## src/rtl/program_counter_unit_pkg.sv

```systemverilog
// Shared definitions for the program counter unit: next-PC select
// encodings and the default instruction step.
package program_counter_unit_pkg;

    // Next-PC select encodings carried on PC_FS.
    typedef enum logic [1:0] {
        PCFS_HOLD = 2'b00,
        PCFS_INC  = 2'b01,
        PCFS_REL  = 2'b10,
        PCFS_ABS  = 2'b11
    } pc_fs_e;

    // Byte increment per instruction (32-bit instruction words).
    localparam int unsigned DEFAULT_STEP = 4;

endpackage

```

## src/rtl/program_counter_unit_ras.sv

```systemverilog
// pc_ras: circular return-address stack for the program counter unit.
// The write pointer wraps modulo DEPTH, so a push into a full stack lands
// on the oldest entry; occupancy saturates at DEPTH and the sticky error
// flag records the lost entry. A pop or replace on an empty stack changes
// nothing but the error flag. Stack contents are not reset.
module pc_ras #(
    parameter int unsigned DW    = 32,
    parameter int unsigned DEPTH = 4
) (
    input  logic          clk_i,
    input  logic          rst_i,
    input  logic          en_i,
    input  logic          push_i,
    input  logic          pop_i,
    input  logic          replace_i,
    input  logic [DW-1:0] data_i,
    output logic [DW-1:0] top_o,
    output logic          empty_o,
    output logic          full_o,
    output logic          err_o
);

    localparam int unsigned AW = $clog2(DEPTH);
    localparam logic [AW-1:0] PTR_ONE  = AW'(1);
    localparam logic [AW:0]   CNT_ONE  = (AW + 1)'(1);
    localparam logic [AW:0]   CNT_FULL = (AW + 1)'(DEPTH);

    logic [DW-1:0] mem_q [DEPTH];
    logic [AW-1:0] ptr_q, ptr_d;
    logic [AW:0]   count_q, count_d;
    logic          empty_q, empty_d;
    logic          full_q, full_d;
    logic          err_q, err_d;
    logic [AW-1:0] top_idx;

    // ptr_q is the next free slot, so the top entry sits one below it.
    assign top_idx = ptr_q - PTR_ONE;
    assign top_o   = mem_q[top_idx];
    assign empty_o = empty_q;
    assign full_o  = full_q;
    assign err_o   = err_q;

    // Pointer, occupancy and error next-state from the requested operation.
    always_comb begin
        ptr_d   = ptr_q;
        count_d = count_q;
        err_d   = err_q;
        if (push_i) begin
            ptr_d = ptr_q + PTR_ONE;
            if (count_q == CNT_FULL) begin
                err_d = 1'b1;
            end else begin
                count_d = count_q + CNT_ONE;
            end
        end else if (pop_i) begin
            if (count_q == '0) begin
                err_d = 1'b1;
            end else begin
                ptr_d   = ptr_q - PTR_ONE;
                count_d = count_q - CNT_ONE;
            end
        end else if (replace_i) begin
            if (count_q == '0) begin
                err_d = 1'b1;
            end
        end
        empty_d = (count_d == '0);
        full_d  = (count_d == CNT_FULL);
    end

    // Control state: reset wins over the enable; disabled means frozen.
    always_ff @(posedge clk_i) begin
        if (rst_i) begin
            ptr_q   <= '0;
            count_q <= '0;
            empty_q <= 1'b1;
            full_q  <= 1'b0;
            err_q   <= 1'b0;
        end else if (en_i) begin
            ptr_q   <= ptr_d;
            count_q <= count_d;
            empty_q <= empty_d;
            full_q  <= full_d;
            err_q   <= err_d;
        end
    end

    // Entry storage: push writes the free slot, replace rewrites the top.
    always_ff @(posedge clk_i) begin
        if (!rst_i && en_i) begin
            if (push_i) begin
                mem_q[ptr_q] <= data_i;
            end else if (replace_i && (count_q != '0)) begin
                mem_q[top_idx] <= data_i;
            end
        end
    end

endmodule

```

## src/rtl/program_counter_unit.sv

```systemverilog
// program_counter_unit: registered PC with increment, relative branch,
// absolute load and a return-address stack (pc_ras).
// Optional feature macro: PC_ALIGN_CHECK_EN. When defined, a misaligned
// absolute load or return raises the sticky pc_fault output and leaves the
// PC unchanged; when undefined, loaded PCs have their low bits cleared.
// STEP is assumed to be a power of two.
module program_counter_unit
    import program_counter_unit_pkg::*;
#(
    parameter int unsigned PC_W      = 32,
    parameter int unsigned K_W       = 32,
    parameter int unsigned RAS_DEPTH = 4,
    parameter int unsigned STEP      = DEFAULT_STEP
) (
    input  logic            clock,
    input  logic            reset,
    input  logic            stall,
    input  logic [1:0]      PC_FS,
    input  logic [K_W-1:0]  k,
    input  logic [PC_W-1:0] target,
    input  logic            call,
    input  logic            ret,
    output logic [PC_W-1:0] PC_out,
    output logic [PC_W-1:0] PC_plus,
    output logic            ras_empty,
    output logic            ras_full,
    output logic            ras_err
`ifdef PC_ALIGN_CHECK_EN
    ,
    output logic            pc_fault
`endif
);

    localparam int unsigned   SHIFT    = $clog2(STEP);
    localparam logic [PC_W-1:0] STEP_V   = PC_W'(STEP);
    localparam logic [PC_W-1:0] LOW_MASK = PC_W'(STEP - 1);

    logic [PC_W-1:0] pc_q, pc_d;
    logic [PC_W-1:0] pc_inc;
    logic [PC_W-1:0] pc_rel;
    logic [PC_W-1:0] k_ext;
    logic [PC_W-1:0] ras_top;
    logic [PC_W-1:0] load_val;
    logic            load_req;
    logic            ras_push;
    logic            ras_pop;
    logic            ras_replace;

    // Sign-extend (or truncate) the word offset to the PC width.
    generate
        if (K_W >= PC_W) begin : g_k_trunc
            assign k_ext = k[PC_W-1:0];
        end else begin : g_k_sext
            assign k_ext = {{(PC_W - K_W){k[K_W-1]}}, k};
        end
    endgenerate

    assign pc_inc  = pc_q + STEP_V;
    assign pc_rel  = pc_q + (k_ext << SHIFT);
    assign PC_out  = pc_q;
    assign PC_plus = pc_inc;

    // Stack requests: ret dominates; call only pushes on a taken branch;
    // call together with ret swaps the top for the new return address.
    assign ras_push    = call && !ret && PC_FS[1];
    assign ras_pop     = ret && !call;
    assign ras_replace = ret && call;

    pc_ras #(
        .DW    (PC_W),
        .DEPTH (RAS_DEPTH)
    ) u_ras (
        .clk_i     (clock),
        .rst_i     (reset),
        .en_i      (!stall),
        .push_i    (ras_push),
        .pop_i     (ras_pop),
        .replace_i (ras_replace),
        .data_i    (pc_inc),
        .top_o     (ras_top),
        .empty_o   (ras_empty),
        .full_o    (ras_full),
        .err_o     (ras_err)
    );

    // Select the load source (return address or bus target) or the
    // arithmetic next PC; a return on an empty stack falls through to +STEP.
    always_comb begin
        pc_d     = pc_q;
        load_req = 1'b0;
        load_val = '0;
        if (ret) begin
            if (!ras_empty) begin
                load_req = 1'b1;
                load_val = ras_top;
            end else begin
                pc_d = pc_inc;
            end
        end else begin
            case (pc_fs_e'(PC_FS))
                PCFS_HOLD: pc_d = pc_q;
                PCFS_INC:  pc_d = pc_inc;
                PCFS_REL:  pc_d = pc_rel;
                PCFS_ABS: begin
                    load_req = 1'b1;
                    load_val = target;
                end
                default:   pc_d = pc_q;
            endcase
        end
`ifndef PC_ALIGN_CHECK_EN
        if (load_req) begin
            pc_d = load_val & ~LOW_MASK;
        end
`endif
`ifdef PC_ALIGN_CHECK_EN
        if (load_req && ((load_val & LOW_MASK) == '0)) begin
            pc_d = load_val;
        end
`endif
    end

`ifdef PC_ALIGN_CHECK_EN
    logic fault_q, fault_d;

    assign pc_fault = fault_q;

    // A misaligned load keeps the PC (pc_d defaults to pc_q) and latches the fault.
    always_comb begin
        fault_d = fault_q;
        if (load_req && ((load_val & LOW_MASK) != '0)) begin
            fault_d = 1'b1;
        end
    end

    // Sticky fault flag, cleared only by reset.
    always_ff @(posedge clock) begin
        if (reset) begin
            fault_q <= 1'b0;
        end else if (!stall) begin
            fault_q <= fault_d;
        end
    end
`endif

    // PC register: reset beats stall, stall freezes the PC.
    always_ff @(posedge clock) begin
        if (reset) begin
            pc_q <= '0;
        end else if (!stall) begin
            pc_q <= pc_d;
        end
    end

endmodule

```

## config.mk

```make
export PLATFORM = sky130hd
export DESIGN_NAME = program_counter_unit
export DESIGN_NICKNAME = d
export VERILOG_FILES = /design/src/rtl/program_counter_unit_pkg.sv /design/src/rtl/program_counter_unit_ras.sv /design/src/rtl/program_counter_unit.sv
export SDC_FILE = /design/constraint.sdc
export NUM_CORES = 1
export LEC_CHECK = 0
export ABC_AREA = 1
export BUFFER_PORTS_ARGS = -buffer_cell sky130_fd_sc_hd__buf_2
export CAP_MARGIN = 20
export CORE_UTILIZATION = 38
export CTS_CLUSTER_SIZE = 16
export DETAILED_ROUTE_END_ITERATION = 6
export GPL_TIMING_DRIVEN = 1
export PLACE_DENSITY = 0.57
export SLEW_MARGIN = 20
export SYNTH_ARGS = -nofsm -noshare
export SYNTH_HDL_FRONTEND = slang
export SYNTH_HIERARCHICAL = 1
export SYNTH_SLANG_ARGS = --single-unit
```

## constraint.sdc

```tcl
create_clock -name clock -period 5.3 [get_ports clock]
set_input_delay 0.53 -clock clock [delete_from_list [all_inputs] [get_ports clock]]
set_output_delay 0.53 -clock clock [all_outputs]
set_load 0.005 [all_outputs]
```

== After elaboration in Yosys (flattened, before gate mapping) ==
Memory sizes are Yosys's and may differ from the RTL's.
Cells that the tools add are included.

* Register bits: 40
* Memory bits (writable): 128
* Input port bits: 71
* Output and inout port bits: 67
* Logic and storage cells: 74
* Memories kept: 1

* $add $sub $neg: 6
* Eq/ne operators: 8
* Multiplexer cells: 32
* Bitwise operators: 1
* Reduce and logical (&&, ||, !) cells: 20

{| class="wikitable"
|+ Memories
! memory !! words !! width !! read ports !! clocked after Yosys merged registers in !! write ports !! line !! source
|-
| u_ras.mem_q || 4 || 32 || 1 || 0 || 1 || program_counter_unit_ras.sv:28 || <nowiki>logic [DW-1:0] mem_q [DEPTH];</nowiki>
|}

{| class="wikitable"
|+ Operator list
! cell !! number
|-
| 2-to-1 mux 32 bit || 7
|-
| one-hot mux 32 bit (2 select lines) || 1
|-
| adder 32 x 3 -> 32 bit (second input constant) || 1
|-
| adder 32 bit || 1
|-
| OR reduction 32 bit || 1
|-
| 2-to-1 mux 1 bit || 16
|-
| 2-to-1 mux 3 bit || 4
|-
| AND reduction 3 bit || 3
|-
| 2-to-1 mux 2 bit || 4
|-
| equality test 3 bit (second input constant) || 2
|-
| logical AND 1 bit || 6
|-
| logical NOT 3 bit || 2
|-
| nonzero test 3 bit || 2
|-
| equality test 2 bit (second input constant) || 2
|-
| logical NOT 1 bit || 4
|-
| nonzero test 4 bit || 1
|-
| adder 3 x 1 -> 3 bit (second input constant) || 1
|-
| != test 3 x 1 -> 1 bit (second input constant) || 1
|-
| subtractor 3 x 1 -> 3 bit (second input constant) || 1
|-
| adder 2 x 1 -> 2 bit (second input constant) || 1
|-
| equality test 2 x 1 -> 1 bit (second input constant) || 1
|-
| != test 2 x 1 -> 1 bit (second input constant) || 1
|-
| != test 2 bit (second input constant) || 1
|-
| nonzero test 2 bit || 1
|-
| 2 further kinds || 2
|}

== Depth between registers and ports, before layout ==
* Word-level depth: 8
* Depth in mapped cells: 14
* Gate-level depth less buffers: 14

== Cells and area by module ==
Netlist, hierarchy kept.

{| class="wikitable"
|+ Modules (own cells, without submodules)
! module !! instances !! cells an instance !! area each (um^2) !! seq. area each (um^2)
|-
| pc_ras || 1 || 426 || 5,387.7 || 4,003.8
|-
| program_counter_unit || 1 || 900 || 4,961.0 || 600.6
|}

== Worst setup path before layout ==
No wires, ideal clock.

* Path kind: input port to flip-flop
* Start: in ret
* End: mem u_ras.mem_q[0][0], enable pin
* Library setup time: 0.461 ns
* Arrival time: 3.491 ns
* Data required time: 4.839 ns
* Path slack: 1.348 ns
* Stages on the path: 7
* Path buffers: 0
* Cell sequence: inv_2 nand2_1 nor2_1 inv_2 o21ai_2 inv_2 nor3_1

* Cells in the longest elaborated chain, start to end: 8
* Elaborated cells between the ends (all ways): 15
* Those cells by class: mux: 9; reduce/logical: 6

{| class="wikitable"
|+ Ends and longest elaborated chain
! element !! line !! source
|-
| start, declared || program_counter_unit.sv:22 || <nowiki>input logic ret,</nowiki>
|-
| logical NOT 1 bit * || program_counter_unit.sv:65 || <nowiki>assign ras_push = call && !ret && PC_FS[1];</nowiki>
|-
| logical AND 1 bit * (2 in series) || program_counter_unit.sv:65 ||
|-
| net ras_push || program_counter_unit.sv:45 || <nowiki>logic ras_push;</nowiki>
|-
| 2-to-1 mux 1 bit || program_counter_unit_ras.sv:91 || <nowiki>if (push_i) begin</nowiki>
|-
| 2-to-1 mux 1 bit || program_counter_unit_ras.sv:90 || <nowiki>if (!rst_i && en_i) begin</nowiki>
|-
| 2-to-1 mux 1 bit (implied by the code) || program_counter_unit_ras.sv:94 || <nowiki>mem_q[top_idx] <= data_i;</nowiki>
|-
| OR reduction 32 bit (no source line) || n/a ||
|-
| 2-to-1 mux 2 bit (no source line) or 2-to-1 mux 1 bit (tied branches) || n/a ||
|-
| end, declared || program_counter_unit_ras.sv:28 ||
|}

Mark *: on every way through the listed nets, which the timed path passes. The rest lies on a longest branch.

== Worst setup path after layout ==
* Start: reg u_ras.ptr_q[1]
* End: mem u_ras.mem_q[2][13], enable pin

* Cells in the longest elaborated chain, start to end: 2

{| class="wikitable"
|+ Ends and longest elaborated chain
! element !! line !! source
|-
| start, declared || program_counter_unit_ras.sv:29 || <nowiki>logic [AW-1:0] ptr_q, ptr_d;</nowiki>
|-
| start signal, assigned || program_counter_unit_ras.sv:80 || <nowiki>ptr_q <= ptr_d;</nowiki>
|-
| subtractor 2 x 1 -> 2 bit || program_counter_unit_ras.sv:37 || <nowiki>assign top_idx = ptr_q - PTR_ONE;</nowiki>
|-
| 2-to-1 mux 2 bit (no source line) * || n/a ||
|}

Mark *: on every way between the ends. The rest lies on a longest branch, timed or not.

==> flow_summary.json <==
{
  "drive_above_1_share_pct": 15.4,
  "mostFrequentLayoutCells": "nand2_1 (326), inv_1 (151), nor2_1 (138)",
  "dp_hpwl_mm": 24.3,
  "power_mw": 3.27,
  "initial_utilization_pct": 38.7,
  "rsz0062_at_grt": "no",
  "grt_usage_pct": 24.7,
  "grt_pass1_vias": 8771,
  "dieArea_um2": 27100,
  "syn_to_final_growth_pct": 14.9,
  "drcViolationCount": 1,
  "numCtsBuffers": 17,
  "overflow": 0,
  "max_freq_ghz": 0.290,
  "num-nets-final": 1525,
  "via_per_inst": 5.30,
  "antenna_cells": 0,
  "syn-cell-area_um2": 10100,
  "cts_root_buf": "clkbuf_16",
  "post-cts-setup-buffers": 0,
  "drv_cap": 0,
  "clock_latency_ns": 0.43,
  "outcome": "complete, but fails checks",
  "cts_hold_buf": 0,
  "clkTransAtPathRegs_ns": 0.06,
  "final-hold-violation-count": 0,
  "period_minus_slack_ns": 3.45,
  "worstPathRequired_ns": 5.40,
  "place_congestion": 0.955,
  "worstMarginPinSlew_ns": 1.10,
  "cts_num_sinks": 158,
  "drt_first_pass_iters": 7,
  "highest_layer": "met4",
  "grt_max_degree": 60,
  "powerDensity_nw_per_um2": 283,
  "endpoint_kind": "flip-flop",
  "grt_pass1_wl_mm": 49.6,
  "wl_met1_mm": 14.7,
  "avgRoutedWirePerCell_um": 18.5,
  "die_h_um": 165,
  "die_w_um": 165,
  "critPathMaxFanout": 34,
  "max-clock-path-buffers": 2,
  "core_area_um2": 26000,
  "cts_resized": 0,
  "io_buffer_count": 129,
  "hold_class": "in2reg",
  "fin_setup_tns_ns": 0,
  "antenna_found_initial": 0,
  "worstPathArrival_ns": 3.55,
  "setup-violations-final": 0,
  "drt-total-wl_mm": 32.8,
  "ir_worst_vdd_mv": 0.207,
  "p_leak_nw": 5.16,
  "finalClockSkew_ns": 0.0129,
  "syn_area_per_cell_um2": 7.70,
  "cts_tree": "built",
  "violations": "design-rule violations",
  "start_kind": "flip-flop",
  "met2RoutedLength_mm": 15.7,
  "layout_commonest_cell": "nand2_1",
  "wl_met3_mm": 1.61,
  "htreeDepth": 4,
  "first_iter_violations": 749,
  "num_io_pins": 138,
  "slew_viol_final": 0,
  "num_vias": 9371,
  "std_cell_rows": 59,
  "yosysWarnings": 6,
  "ant_nets": 0,
  "fillCellCount": 2662,
  "fin_crit_sh_pct": 65.0,
  "slew_headroom_pct": 26.7,
  "syn_inst": 1306,
  "path_class": "reg2reg"
}
## per-stage QoR
| stage | setup WS, ns | instance area [um^2] | utilization [%] | hold WS (ns) | cells |
|---|---|---|---|---|---|
| 5_1_grt | 1.62 | 11600 | 44.5 | 0.395 | 1768 |
| 3_5_place_dp | 1.80 | 11000 | 42.3 | 0.453 | 1736 |
| 2_1_floorplan | 1.49 | 10100 | - | 0.454 | 1309 |
| 4_1_cts | 1.77 | 11600 | 44.5 | 0.376 | 1768 |
| 6_report | 1.85 | 11600 | 44.5 | 0.391 | 1768 |
| 3_3_place_gp | 1.86 | 11000 | 42.3 | 0.449 | 1736 |
## routing by layer
layer / global-route usage, % / vias to the layer above
met5: 0 / -
met3: 3.31 / 41
li1: - / 4615
met4: 7.88 / 0
met2: 41.1 / 277
met1: 33.1 / 4438
## final cells by class
type / count / area, um^2 / area share [%]
clock buffers: 21 / 472 / 4.08
clock inverters: 11 / 105 / 0.909
inverters: 166 / 623 / 5.39
multi-input cells: 939 / 4860 / 42.1
flip-flops and latches: 158 / 4360 / 37.8
well taps: 335 / 419 / 3.63
repair buffers: 138 / 713 / 6.17
## flip-flops by register name, indices dropped and copies added (netlist names)
signal / cells
u_ras/count_q: 3
u_ras/ptr_q: 2
u_ras/mem_q: 120
u_ras/err_o: 1
u_ras/empty_o: 1
PC_out: 30
u_ras/full_o: 1
## power breakdown
| group | switching [mW] | internal, mW | total, mW | leakage (nW) |
|---|---|---|---|---|
| logic | 0.437 | 0.216 | 0.653 | 3.48 |
| clock network | 0.495 | 0.690 | 1.19 | 0.279 |
| registers | 0.0600 | 1.37 | 1.43 | 1.40 |
## worst max-delay path: stages, from the launching register on
cell and delay (ns):
dfxtp_1 0.30, buf_4 0.39, inv_2 0.09, nand2_2 0.58, nand2_1 0.23, o21ai_2 0.26
inv_1 0.12, nor3_4 0.71, buf_4 0.42
## path summary, 6_finish.rpt
kind | startpoint | to | slack (ns) | cells after the start
worst max register to register | u_ras/ptr_q[1]$_SDFFE_PP0P_ | u_ras/mem_q[2][13]$_DFFE_PP_ | 1.85 | 8
worst max-delay path | u_ras/ptr_q[1]$_SDFFE_PP0P_ | u_ras/mem_q[2][13]$_DFFE_PP_ | 1.85 | 8
worst min-delay path | reset | u_ras/full_o$_SDFFE_PP0P_ | 0.39 | 2
worst min register to register | u_ras/err_o$_SDFFE_PP0P_ | u_ras/err_o$_SDFFE_PP0P_ | 0.46 | 2
(Power assumes the default switching activity.)
